[src/rtl/uart_buffered_if.sv]
// CPU-side bus bundle for uart_buffered: FIFO handshakes, register write strobe, status flags.
// parity_err exists only when UART_PARITY_EN is defined.
interface uart_buffered_if #(
    parameter int DATA_BITS = 8
);
    logic                 tx_wr;
    logic [DATA_BITS-1:0] tx_data;
    logic                 tx_full;
    logic                 tx_busy;
    logic                 rx_rd;
    logic [DATA_BITS-1:0] rx_data;
    logic                 rx_empty;
    logic [7:0]           access_addr;
    logic                 reg_w_en;
    logic                 overrun_err;
    logic                 frame_err;
    logic                 int_req;
`ifdef UART_PARITY_EN
    logic                 parity_err;

    modport master (
        output tx_wr, tx_data, rx_rd, access_addr, reg_w_en,
        input  tx_full, tx_busy, rx_data, rx_empty,
        input  overrun_err, frame_err, int_req, parity_err
    );
    modport slave (
        input  tx_wr, tx_data, rx_rd, access_addr, reg_w_en,
        output tx_full, tx_busy, rx_data, rx_empty,
        output overrun_err, frame_err, int_req, parity_err
    );
`else
    modport master (
        output tx_wr, tx_data, rx_rd, access_addr, reg_w_en,
        input  tx_full, tx_busy, rx_data, rx_empty,
        input  overrun_err, frame_err, int_req
    );
    modport slave (
        input  tx_wr, tx_data, rx_rd, access_addr, reg_w_en,
        output tx_full, tx_busy, rx_data, rx_empty,
        output overrun_err, frame_err, int_req
    );
`endif
endinterface

[src/rtl/uart_buffered.sv]
// Buffered UART: TX/RX FIFOs, serializer/deserializer FSMs, sticky errors, acked IRQ.
// Define UART_PARITY_EN to add an even-parity bit and the parity_err flag.
module uart_buffered #(
    parameter int         CLK_HZ       = 50_000_000,
    parameter int         BAUD         = 115200,
    parameter int         DATA_BITS    = 8,
    parameter int         TX_DEPTH     = 4,
    parameter int         RX_DEPTH     = 8,
    parameter logic [7:0] INT_ACK_ADDR = 8'd252
) (
    input  logic           clk,
    input  logic           rst_n,
    output logic           tx,
    input  logic           rx,
    uart_buffered_if.slave bus
);
    localparam int DIV = (CLK_HZ + BAUD / 2) / BAUD;
    localparam int CW  = $clog2(DIV + 1);
    localparam int BW  = $clog2(DATA_BITS);
    localparam int TAW = $clog2(TX_DEPTH);
    localparam int RAW = $clog2(RX_DEPTH);
    localparam int TCW = TAW + 1;
    localparam int RCW = RAW + 1;

    localparam logic [CW-1:0]  LAST  = CW'(DIV - 1);
    localparam logic [CW-1:0]  MID   = CW'(DIV / 2 - 1);
    localparam logic [BW-1:0]  BLAST = BW'(DATA_BITS - 1);
    localparam logic [TCW-1:0] TFULL = TCW'(TX_DEPTH);
    localparam logic [RCW-1:0] RFULL = RCW'(RX_DEPTH);

`ifdef UART_PARITY_EN
    typedef enum logic [2:0] {S_IDLE, S_START, S_DATA, S_PAR, S_STOP} st_e;
`else
    typedef enum logic [1:0] {S_IDLE, S_START, S_DATA, S_STOP} st_e;
`endif

    // ---------------- TX FIFO ----------------
    logic [DATA_BITS-1:0] txm_q [TX_DEPTH];
    logic [TAW-1:0]       txw_q, txr_q;
    logic [TCW-1:0]       txc_q, txc_d;
    logic                 tx_empty, tx_push, tx_pop;
    st_e                  tst_q;

    assign tx_empty    = (txc_q == '0);
    assign bus.tx_full = (txc_q == TFULL);
    assign tx_pop      = (tst_q == S_IDLE) && !tx_empty;
    assign tx_push     = bus.tx_wr && (!bus.tx_full || tx_pop);
    assign txc_d       = txc_q + TCW'(tx_push) - TCW'(tx_pop);

    always_ff @(posedge clk) begin
        if (tx_push) txm_q[txw_q] <= bus.tx_data;
    end

    always_ff @(posedge clk or negedge rst_n) begin
        if (!rst_n) begin
            txw_q <= '0;
            txr_q <= '0;
            txc_q <= '0;
        end else begin
            if (tx_push) txw_q <= txw_q + 1'b1;
            if (tx_pop)  txr_q <= txr_q + 1'b1;
            txc_q <= txc_d;
        end
    end

    // ---------------- TX serializer ----------------
    logic [CW-1:0]        tcnt_q;
    logic [BW-1:0]        tbit_q;
    logic [DATA_BITS-1:0] tsh_q;
    logic                 tx_q;
`ifdef UART_PARITY_EN
    logic                 tpar_q;
`endif

    always_ff @(posedge clk or negedge rst_n) begin
        if (!rst_n) begin
            tst_q  <= S_IDLE;
            tcnt_q <= '0;
            tbit_q <= '0;
            tsh_q  <= '0;
            tx_q   <= 1'b1;
`ifdef UART_PARITY_EN
            tpar_q <= 1'b0;
`endif
        end else begin
            unique case (tst_q)
                S_IDLE: begin
                    tx_q <= 1'b1;
                    if (!tx_empty) begin
                        tst_q  <= S_START;
                        tx_q   <= 1'b0;
                        tsh_q  <= txm_q[txr_q];
                        tcnt_q <= '0;
`ifdef UART_PARITY_EN
                        tpar_q <= ^txm_q[txr_q];
`endif
                    end
                end
                S_START: begin
                    if (tcnt_q == LAST) begin
                        tcnt_q <= '0;
                        tbit_q <= '0;
                        tst_q  <= S_DATA;
                        tx_q   <= tsh_q[0];
                    end else begin
                        tcnt_q <= tcnt_q + 1'b1;
                    end
                end
                S_DATA: begin
                    if (tcnt_q == LAST) begin
                        tcnt_q <= '0;
                        if (tbit_q == BLAST) begin
`ifdef UART_PARITY_EN
                            tst_q <= S_PAR;
                            tx_q  <= tpar_q;
`else
                            tst_q <= S_STOP;
                            tx_q  <= 1'b1;
`endif
                        end else begin
                            tbit_q <= tbit_q + 1'b1;
                            tsh_q  <= tsh_q >> 1;
                            tx_q   <= tsh_q[1];
                        end
                    end else begin
                        tcnt_q <= tcnt_q + 1'b1;
                    end
                end
`ifdef UART_PARITY_EN
                S_PAR: begin
                    if (tcnt_q == LAST) begin
                        tcnt_q <= '0;
                        tst_q  <= S_STOP;
                        tx_q   <= 1'b1;
                    end else begin
                        tcnt_q <= tcnt_q + 1'b1;
                    end
                end
`endif
                S_STOP: begin
                    if (tcnt_q == LAST) begin
                        tcnt_q <= '0;
                        tst_q  <= S_IDLE;
                        tx_q   <= 1'b1;
                    end else begin
                        tcnt_q <= tcnt_q + 1'b1;
                    end
                end
                default: tst_q <= S_IDLE;
            endcase
        end
    end

    assign tx          = tx_q;
    assign bus.tx_busy = !tx_empty || (tst_q != S_IDLE);

    // ---------------- RX synchroniser and deserializer ----------------
    logic                 rs1_q, rs2_q, rs3_q;
    st_e                  rst_q;
    logic [CW-1:0]        rcnt_q;
    logic [BW-1:0]        rbit_q;
    logic [DATA_BITS-1:0] rsh_q;
`ifdef UART_PARITY_EN
    logic                 rpb_q;
`endif

    always_ff @(posedge clk or negedge rst_n) begin
        if (!rst_n) begin
            rs1_q <= 1'b1;
            rs2_q <= 1'b1;
            rs3_q <= 1'b1;
        end else begin
            rs1_q <= rx;
            rs2_q <= rs1_q;
            rs3_q <= rs2_q;
        end
    end

    always_ff @(posedge clk or negedge rst_n) begin
        if (!rst_n) begin
            rst_q  <= S_IDLE;
            rcnt_q <= '0;
            rbit_q <= '0;
            rsh_q  <= '0;
`ifdef UART_PARITY_EN
            rpb_q  <= 1'b0;
`endif
        end else begin
            unique case (rst_q)
                S_IDLE: begin
                    rcnt_q <= '0;
                    if (rs3_q && !rs2_q) rst_q <= S_START;
                end
                S_START: begin
                    // Mid-start resample rejects short low glitches
                    if (rcnt_q == MID) begin
                        rcnt_q <= '0;
                        rbit_q <= '0;
                        rst_q  <= rs2_q ? S_IDLE : S_DATA;
                    end else begin
                        rcnt_q <= rcnt_q + 1'b1;
                    end
                end
                S_DATA: begin
                    if (rcnt_q == LAST) begin
                        rcnt_q <= '0;
                        rsh_q  <= {rs2_q, rsh_q[DATA_BITS-1:1]};
                        if (rbit_q == BLAST) begin
`ifdef UART_PARITY_EN
                            rst_q <= S_PAR;
`else
                            rst_q <= S_STOP;
`endif
                        end else begin
                            rbit_q <= rbit_q + 1'b1;
                        end
                    end else begin
                        rcnt_q <= rcnt_q + 1'b1;
                    end
                end
`ifdef UART_PARITY_EN
                S_PAR: begin
                    if (rcnt_q == LAST) begin
                        rcnt_q <= '0;
                        rpb_q  <= rs2_q ^ (^rsh_q);
                        rst_q  <= S_STOP;
                    end else begin
                        rcnt_q <= rcnt_q + 1'b1;
                    end
                end
`endif
                S_STOP: begin
                    if (rcnt_q == LAST) begin
                        rcnt_q <= '0;
                        rst_q  <= S_IDLE;
                    end else begin
                        rcnt_q <= rcnt_q + 1'b1;
                    end
                end
                default: rst_q <= S_IDLE;
            endcase
        end
    end

    // ---------------- RX FIFO ----------------
    logic [DATA_BITS-1:0] rxm_q [RX_DEPTH];
    logic [RAW-1:0]       rxw_q, rxr_q;
    logic [RCW-1:0]       rxc_q, rxc_d;
    logic                 rx_full, rx_push, rx_pop;
    logic                 stop_hit, stop_ok, ovr_set, fe_set;

    assign rx_full      = (rxc_q == RFULL);
    assign bus.rx_empty = (rxc_q == '0);
    assign rx_pop       = bus.rx_rd && !bus.rx_empty;
    assign stop_hit     = (rst_q == S_STOP) && (rcnt_q == LAST);
    assign stop_ok      = stop_hit && rs2_q;
    assign rx_push      = stop_ok && (!rx_full || rx_pop);
    assign ovr_set      = stop_ok && rx_full && !rx_pop;
    assign fe_set       = stop_hit && !rs2_q;
    assign rxc_d        = rxc_q + RCW'(rx_push) - RCW'(rx_pop);
    assign bus.rx_data  = bus.rx_empty ? '0 : rxm_q[rxr_q];

    always_ff @(posedge clk) begin
        if (rx_push) rxm_q[rxw_q] <= rsh_q;
    end

    always_ff @(posedge clk or negedge rst_n) begin
        if (!rst_n) begin
            rxw_q <= '0;
            rxr_q <= '0;
            rxc_q <= '0;
        end else begin
            if (rx_push) rxw_q <= rxw_q + 1'b1;
            if (rx_pop)  rxr_q <= rxr_q + 1'b1;
            rxc_q <= rxc_d;
        end
    end

    // ---------------- Flags and interrupt ----------------
    logic ack, irq_set;
    logic int_q, int_d;
    logic ovr_q, ovr_d;
    logic fe_q, fe_d;

    assign ack = bus.reg_w_en && (bus.access_addr == INT_ACK_ADDR);

`ifdef UART_PARITY_EN
    logic par_set, par_q, par_d;

    assign par_set        = stop_ok && rpb_q;
    assign par_d          = par_set | (par_q & ~ack);
    assign irq_set        = rx_push | ovr_set | fe_set | par_set;
    assign bus.parity_err = par_q;

    always_ff @(posedge clk or negedge rst_n) begin
        if (!rst_n) par_q <= 1'b0;
        else        par_q <= par_d;
    end
`else
    assign irq_set = rx_push | ovr_set | fe_set;
`endif

    // A new event in the ack cycle keeps its flag set
    assign int_d = irq_set | (int_q & ~ack);
    assign ovr_d = ovr_set | (ovr_q & ~ack);
    assign fe_d  = fe_set  | (fe_q  & ~ack);

    always_ff @(posedge clk or negedge rst_n) begin
        if (!rst_n) begin
            int_q <= 1'b0;
            ovr_q <= 1'b0;
            fe_q  <= 1'b0;
        end else begin
            int_q <= int_d;
            ovr_q <= ovr_d;
            fe_q  <= fe_d;
        end
    end

    assign bus.int_req     = int_q;
    assign bus.overrun_err = ovr_q;
    assign bus.frame_err   = fe_q;

endmodule
[src/flat_wrapper.sv]
// flat-port wrapper written by rule: the top's interface ports become plain ports
module uart_buffered_flat 
#(
    parameter int         CLK_HZ       = 50_000_000,
    parameter int         BAUD         = 115200,
    parameter int         DATA_BITS    = 8,
    parameter int         TX_DEPTH     = 4,
    parameter int         RX_DEPTH     = 8,
    parameter logic [7:0] INT_ACK_ADDR = 8'd252
)
  (clk, rst_n, tx, rx, bus_tx_wr, bus_tx_data, bus_rx_rd, bus_access_addr, bus_reg_w_en, bus_tx_full, bus_tx_busy, bus_rx_data, bus_rx_empty, bus_overrun_err, bus_frame_err, bus_int_req);
  uart_buffered_if #(.DATA_BITS(DATA_BITS)) bus_i ();
  input  logic clk;
  input  logic rst_n;
  output logic tx;
  input  logic rx;
  input wire logic [$bits(bus_i.tx_wr)-1:0] bus_tx_wr;
  input wire logic [$bits(bus_i.tx_data)-1:0] bus_tx_data;
  input wire logic [$bits(bus_i.rx_rd)-1:0] bus_rx_rd;
  input wire logic [$bits(bus_i.access_addr)-1:0] bus_access_addr;
  input wire logic [$bits(bus_i.reg_w_en)-1:0] bus_reg_w_en;
  output wire logic [$bits(bus_i.tx_full)-1:0] bus_tx_full;
  output wire logic [$bits(bus_i.tx_busy)-1:0] bus_tx_busy;
  output wire logic [$bits(bus_i.rx_data)-1:0] bus_rx_data;
  output wire logic [$bits(bus_i.rx_empty)-1:0] bus_rx_empty;
  output wire logic [$bits(bus_i.overrun_err)-1:0] bus_overrun_err;
  output wire logic [$bits(bus_i.frame_err)-1:0] bus_frame_err;
  output wire logic [$bits(bus_i.int_req)-1:0] bus_int_req;
  assign bus_i.tx_wr = bus_tx_wr;
  assign bus_i.tx_data = bus_tx_data;
  assign bus_i.rx_rd = bus_rx_rd;
  assign bus_i.access_addr = bus_access_addr;
  assign bus_i.reg_w_en = bus_reg_w_en;
  assign bus_tx_full = bus_i.tx_full;
  assign bus_tx_busy = bus_i.tx_busy;
  assign bus_rx_data = bus_i.rx_data;
  assign bus_rx_empty = bus_i.rx_empty;
  assign bus_overrun_err = bus_i.overrun_err;
  assign bus_frame_err = bus_i.frame_err;
  assign bus_int_req = bus_i.int_req;
  uart_buffered #(.CLK_HZ(CLK_HZ), .BAUD(BAUD), .DATA_BITS(DATA_BITS), .TX_DEPTH(TX_DEPTH), .RX_DEPTH(RX_DEPTH), .INT_ACK_ADDR(INT_ACK_ADDR)) u_core (.clk(clk), .rst_n(rst_n), .tx(tx), .rx(rx), .bus(bus_i));
endmodule
[config.mk]
export PLATFORM = sky130hd
export DESIGN_NAME = uart_buffered_flat
export DESIGN_NICKNAME = d
export VERILOG_FILES = /design/src/rtl/uart_buffered_if.sv /design/src/rtl/uart_buffered.sv /design/src/flat_wrapper.sv
export SDC_FILE = /design/constraint.sdc
export NUM_CORES = 1
export LEC_CHECK = 0
export ABC_AREA = 1
export CORE_MARGIN = 2
export CORE_UTILIZATION = 36
export DETAILED_ROUTE_END_ITERATION = 8
export SKIP_LAST_GASP = 1
export SLEW_MARGIN = 20
export SYNTH_ARGS = -nofsm -noshare
export SYNTH_HDL_FRONTEND = slang
export SYNTH_SLANG_ARGS = --single-unit
[constraint.sdc]
create_clock -name clk -period 2.59 [get_ports clk]
set_clock_uncertainty 0.15 [all_clocks]
set_input_delay 0.3885 -clock clk [delete_from_list [all_inputs] [get_ports clk]]
set_output_delay 0.3885 -clock clk [all_outputs]
set_load 0.05 [all_outputs]
==> flow_summary.toml, run 1 <==
[status]
status = "finished, final reports clean"

[finish]
final_nets = 865
diodes = 0
final_common_cell = "nand2_1"
fillers = 1914
fin_area_um2 = 8880
final_cell_mix = "170 x nand2_1, 118 x nor2_1, 96 x edfxtp_1"
drive_above_1_share = 0.127
syn_to_final_growth_pct = 17.9

[critical_path]
slowest_stage = "dfrtp_1"
crit_chain = "buf_6, nor2_1, nor2_1, o21ai_0, o21ai_0, nor2_1, nor2_1, buf_4"
critPathKind = "reg -> out"
cp.arrival_ns = 1.91
crit_family = "flip-flops"
worst_ep_required_time_ns = 2.05
critPathCaptureType = "primary output"
cp_max_fo = 20
worst_path_largest_cell_delay_ns = 0.43
critPathLaunchType = "flip-flop"
path_buf_inv = 2
cpMostUsedCell = "nor2_1"

[clock_network]
cts.sinks = 164
clkTransAtPathRegs_ns = 0.07
cts_tree = "yes"
clk_latency_ns = 0.42
htreeDepth = 4
cts_setup_buffers = 0
cts-root-buf = "clkbuf_16"
cts_buffer_depth = 2
cts_made_buffers = 17

[synth]
netlist_area_um2 = 7530
synth_cells = 752
synth_fa_ha_area_frac = 0.0518
synth.distinct_cells = 42
synth_top_family_by_area = "simple AND/OR/NAND/NOR gates"
synthSimpleGateAreaFrac = 0.211
synth_largest_area_cell = "edfxtp_1"
yosysWarnings = 0
ys_seq_area_frac = 0.609
synth_compound_area_frac = 0.0633
synthMuxAreaShare = 0.00133
synth_area_leaders = "edfxtp_1 38%, dfrtp_1 21%, nand2_1 8.5%"
synth.net_count = 804
synth-seq-cells = 164
yosys.area.top_type_share = 0.383
synth_xor_area_frac = 0.0116
syn_area_per_cell_um2 = 10.0

[global_route]
grt_pass1_vias = 5043
antenna_found_initial = 0
grt_max_degree = 57
track_usage = 0.140
grt_pass1_wl_mm = 24.2
gr-total-overflow = 0

[timing]
final_hold_viol_count = 0
setup_slack_ns = 0.145
period_minus_slack_ns = 2.44
rsz0062_at_grt = "yes"
timing.hold.ws_ns = 0.200
fmax_mhz = 409
tightest_slew_ns = 0.530
finalCritPeriodShare = 0.944
slew_violations = 0
finalSetupViolCount = 0
slew_headroom = 0.645

[detailed_routing]
detail_route.wl_per_cell_um = 13.2
drc = 0
totalWireLength_mm = 14.4
first_pass_iters = 5
ant_nets = 0
drt_iter0_drc = 270
vias_per_cell = 4.62
vias = 5068

[flow_run]
cap_viol_max_count = 0

[die]
dieArea_um2 = 22100
die_w_um = 149
io_pins = 37
rows = 52
core-area_um2 = 20400
start_util = 0.370
die_h_um = 149

[placed_design]
dp_hpwl_mm = 9.91
dp_slack_ns = 0.249
dpl_cell_area_um2 = 8280
io_buffer_count = 36
gp_congestion = 0.783

[pwr]
power.density_nw_per_um2 = 928
peakVddDrop_mv = 0.503
p_leak_nw = 3.91

[hold_path]
hold_path.class = "in -> async"
==> cells in the mapped netlist (all sizes together) <==
| cell | number |
|---|---|
| a31oi | 1 |
| nand3 | 46 |
| dfrtp | 64 |
| and3 | 1 |
| nand2 | 178 |
| dfstp | 4 |
| xor2 | 8 |
| nor3 | 5 |
| clkbuf | 1 |
| o21ai | 73 |
| o22ai | 1 |
| or2 | 2 |
| fa | 2 |
| nor2 | 126 |
| o31ai | 1 |
| edfxtp | 96 |
| a21oi | 8 |
| ha | 28 |
| xnor2 | 2 |
| o211ai | 1 |
| mux2i | 1 |
| buf | 18 |
| inv | 70 |
| o21bai | 2 |
| clkinv | 2 |
| nand4 | 11 |
==> cell type report <==
type                    instances  area (µm²)  share of cell area
flip-flops and latches        164        4590               0.517
multi-input cells             497        2550               0.288
repair buffers                 61         546              0.0614
clock buffers                  20         458              0.0516
well taps                     270         338              0.0380
inverters                      72         280              0.0316
clock inverters                12         118              0.0132
==> final timing paths <==
| check | start | to | slack [ns] | cells past startpoint |
|---|---|---|---|---|
| hold / removal | rst_n | u_core.rxr_q[2] | 0.20 | 2 |
| setup reg to reg | u_core.rxc_q[2] | u_core.rxc_q[2] | 0.26 | 10 |
| max in group asynchronous | rst_n | u_core.rs3_q | 1.47 | 3 |
| hold reg to reg | u_core.rs1_q | u_core.rs2_q | 0.22 | 0 |
| setup / recovery | u_core.rxr_q[0] | bus_rx_data[1] | 0.15 | 8 |
| min in group clk | u_core.rs1_q | u_core.rs2_q | 0.22 | 0 |
==> flip-flops by register name, summed over array words and instances (netlist names), 4 cells and up, named ones only <==
| register | cells |
|---|---|
| u_core.rxm_q | 64 |
| u_core.rcnt_q | 9 |
| u_core.tsh_q | 8 |
| u_core.tcnt_q | 9 |
| u_core.txm_q | 32 |
| u_core.rxc_q | 4 |
| u_core.rsh_q | 8 |
==> timing repair <==
item / 4_1_cts / 5_1_grt
hold buffers: 1 / 0
endpoints found under the hold margin: 64 / 0
endpoints found under the setup margin: 0 / 9
gates resized for setup: 0 / 7
==> stage by stage <==
step	std cells	setup TNS [ns]	utilization	total power, mW
2_1_floorplan	752	0	-	5.11
3_3_place_gp	1063	0	0.407	5.81
3_5_place_dp	1063	0	0.407	5.85
4_1_cts	1096	0	0.436	8.32
5_1_grt	1096	-0.0102	0.436	8.76
6_report	1096	0	0.436	8.24
==> cells by family (layout without fill, tap and decap cells) <==
family	count (synthesis)	count (layout)
buffers and inverters	91	165
AND/OR/NAND/NOR	369	369
multiplexers	1	1
AO/OA/AOI/OAI	87	87
XOR/XNOR	10	10
adder cells (fa/ha/maj)	30	30
flip-flops	164	164
==> where the power goes <==
group / total [mW] / leakage, nW / internal (mW) / switching (mW)
Sequential: 3.24 / 1.81 / 3.05 / 0.186
Clock: 2.45 / 0.275 / 1.40 / 1.05
Combinational: 2.56 / 1.82 / 0.862 / 1.70
==> metal layers <==
metal | vias to the layer above | wire length (µm) | share of wire | GRT usage
li1 | 2602 | - | - | -
met1 | 2369 | 6780 | 0.47 | 0.182
met2 | 80 | 6930 | 0.48 | 0.229
met3 | 17 | 501 | 0.035 | 0.0304
met4 | 0 | 225 | 0.016 | 0.0538
met5 | - | 0 | 0 | 0
Note: power is estimated with default switching activity, not from simulation.
==> run 2, diff against run 1 <==
--- a/config.mk
+++ b/config.mk
@@ -9,6 +9,7 @@
 export CORE_MARGIN = 2
 export CORE_UTILIZATION = 36
 export DETAILED_ROUTE_END_ITERATION = 8
+export PLACE_DENSITY_LB_ADDON = 0.08
 export SKIP_LAST_GASP = 1
 export SLEW_MARGIN = 20
 export SYNTH_ARGS = -nofsm -noshare
==> run 2 against run 1 <==
  * Sequential share of layout area is 0.55 points lower
  * Register-to-register slack better by 0.02 ns
  * Core utilization is 0.48 points higher
  * Critical path depth is 1 higher
  * Sequential cell count stayed put
  * Non-clock buffer count is 1 lower
  * Total power is 4.5% higher
  * Global-route usage is 1.3 points higher
  * Die area stayed put
  * Clock-buffer cell count is 3 lower
  * Sequential power hardly changed
  * Critical endpoint unchanged
==> flow_summary.toml, run 2 (same netlist as run 1, synthesis figures left out) <==
[finish]
final-seq-area_um2 = 4590
final_common_cell = "nand2_1"
largest_reg_flops = 64
syn_to_final_growth_pct = 19.2
reg_top3 = "u_core.rxm_q (64), u_core.txm_q (32)"
final_cell_mix = "170 x nand2_1, 118 x nor2_1, 96 x edfxtp_1"
fin_cells = 1096
final_nets = 865
drive_above_1_share = 0.131
fin_area_um2 = 8980
diodes = 0
multiInputGateArea_um2 = 2560
regMostFlops = "u_core.rxm_q"
fillers = 1923
utilization = 0.441

[timing]
slew_headroom = 0.666
finalCritPeriodShare = 0.979
slew_violations = 0
finalSetupViolCount = 0
period_minus_slack_ns = 2.54
fmax_mhz = 394
tightest_slew_ns = 0.500
rsz0062_at_grt = "yes"
setup_slack_ns = 0.0547
final_hold_viol_count = 0

[global_route]
grt_pass1_vias = 5165
antenna_found_initial = 0
gr-total-overflow = 0
track_usage = 0.152
grt_max_degree = 64
grt_pass1_wl_mm = 25.8

[critical_path]
worst_path_largest_cell_delay_ns = 0.41
path_buf_inv = 3
cp.arrival_ns = 2.00
crit_family = "compound AO/OA/AOI/OAI gates"
critPathCaptureType = "primary output"
cp_max_fo = 14
crit_chain = "buf_12, buf_12, nor2_1, nor2_1, o21ai_1, o21ai_1, o21ai_1, nor2_1, buf_6"
critPathKind = "reg -> out"
slowest_stage = "dfrtp_2"
worst_ep_required_time_ns = 2.05
critPathLaunchType = "flip-flop"

[detailed_routing]
first_pass_iters = 4
drt_iter0_drc = 233
vias_per_cell = 4.72
totalWireLength_mm = 15.5
ant_nets = 0
vias = 5172
drc = 0
detail_route.wl_per_cell_um = 14.2

[clock_network]
htreeDepth = 4
cts_buffer_depth = 2
cts_made_buffers = 17
cts_tree = "yes"
clk_latency_ns = 0.43
cts.sinks = 164
cts-root-buf = "clkbuf_16"
clkTransAtPathRegs_ns = 0.07

[placed_design]
dp_slack_ns = 0.269
dpl_cell_area_um2 = 8260
gp_congestion = 0.791
dpl.cell_count = 1060
io_buffer_count = 36
dp_hpwl_mm = 10.6

[die]
rows = 52
io_pins = 37
core-area_um2 = 20400
die_w_um = 149
start_util = 0.370
dieArea_um2 = 22100
die_h_um = 149

[status]
status = "finished, final reports clean"

[pwr]
peakVddDrop_mv = 0.453
power.density_nw_per_um2 = 960
p_leak_nw = 3.93

[hold_path]
hold_path.class = "in -> async"

[flow_run]
cap_viol_max_count = 0
-- run 2: report_power, final --
group          leakage, nW  switching, mW  total, mW  internal, mW
logic                 1.83           1.79       2.76         0.968
clock network        0.295           1.08       2.63          1.54
registers             1.81          0.181       3.23          3.05
-- run 2: per-stage QoR --
step / power [mW] / TNS [ns] / hold slack, ns
finish: 8.62 / 0 / 0.157
global route: 9.18 / -0.0969 / 0.151
CTS: 8.55 / 0 / 0.139
detailed placement: 5.88 / 0 / 0.0600
global placement: 5.83 / 0 / 0.0600
floorplan: 5.11 / 0 / -0.0571
-- run 2: final cells by class --
type                    count  share of cell area
repair buffers             60              0.0647
repair inverters            1            0.000697
multi-input cells         497               0.285
inverters                  72              0.0318
flip-flops and latches    164               0.511
clock inverters            15              0.0215
well taps                 270              0.0376
clock buffers              17              0.0474
-- run 2: what timing repair did --
action	in CTS	in global routing
buffers inserted	0	1
hold endpoints to repair	64	0
setup endpoints to repair	9	9
gates resized for setup	4	22
hold buffers	1	0
cloned	0	2
pin swaps	0	1
-- run 2: layer usage --
layer | up-vias | global-route usage | wire (µm)
li1 | 2609 | - | -
met1 | 2480 | 0.193 | 7220
met2 | 68 | 0.259 | 7670
met3 | 15 | 0.0350 | 451
met4 | 0 | 0.0495 | 193
met5 | - | 0 | 0
-- run 2: worst paths after layout --
kind,depth (start not counted),end,slack (ns),start
max in group asynchronous,3,u_core.tx,1.53,rst_n
min in group clk,0,u_core.rs2_q,0.21,u_core.rs1_q
max,9,bus_rx_data[1],0.05,u_core.rxr_q[0]
max reg2reg,10,u_core.rxc_q[2],0.28,u_core.rxc_q[2]
min,2,u_core.rxc_q[1],0.16,rst_n
min reg2reg,0,u_core.rs2_q,0.21,u_core.rs1_q
-- run 2: worst reg2reg max path, stage by stage (launching register included) --
cell	delay (ns)
dfrtp_1	0.37
inv_1	0.09
ha_1	0.25
nand2_2	0.14
inv_1	0.11
nor2_2	0.05
ha_1	0.27
inv_1	0.04
ha_1	0.20
fa_1	0.38
xor2_1	0.17
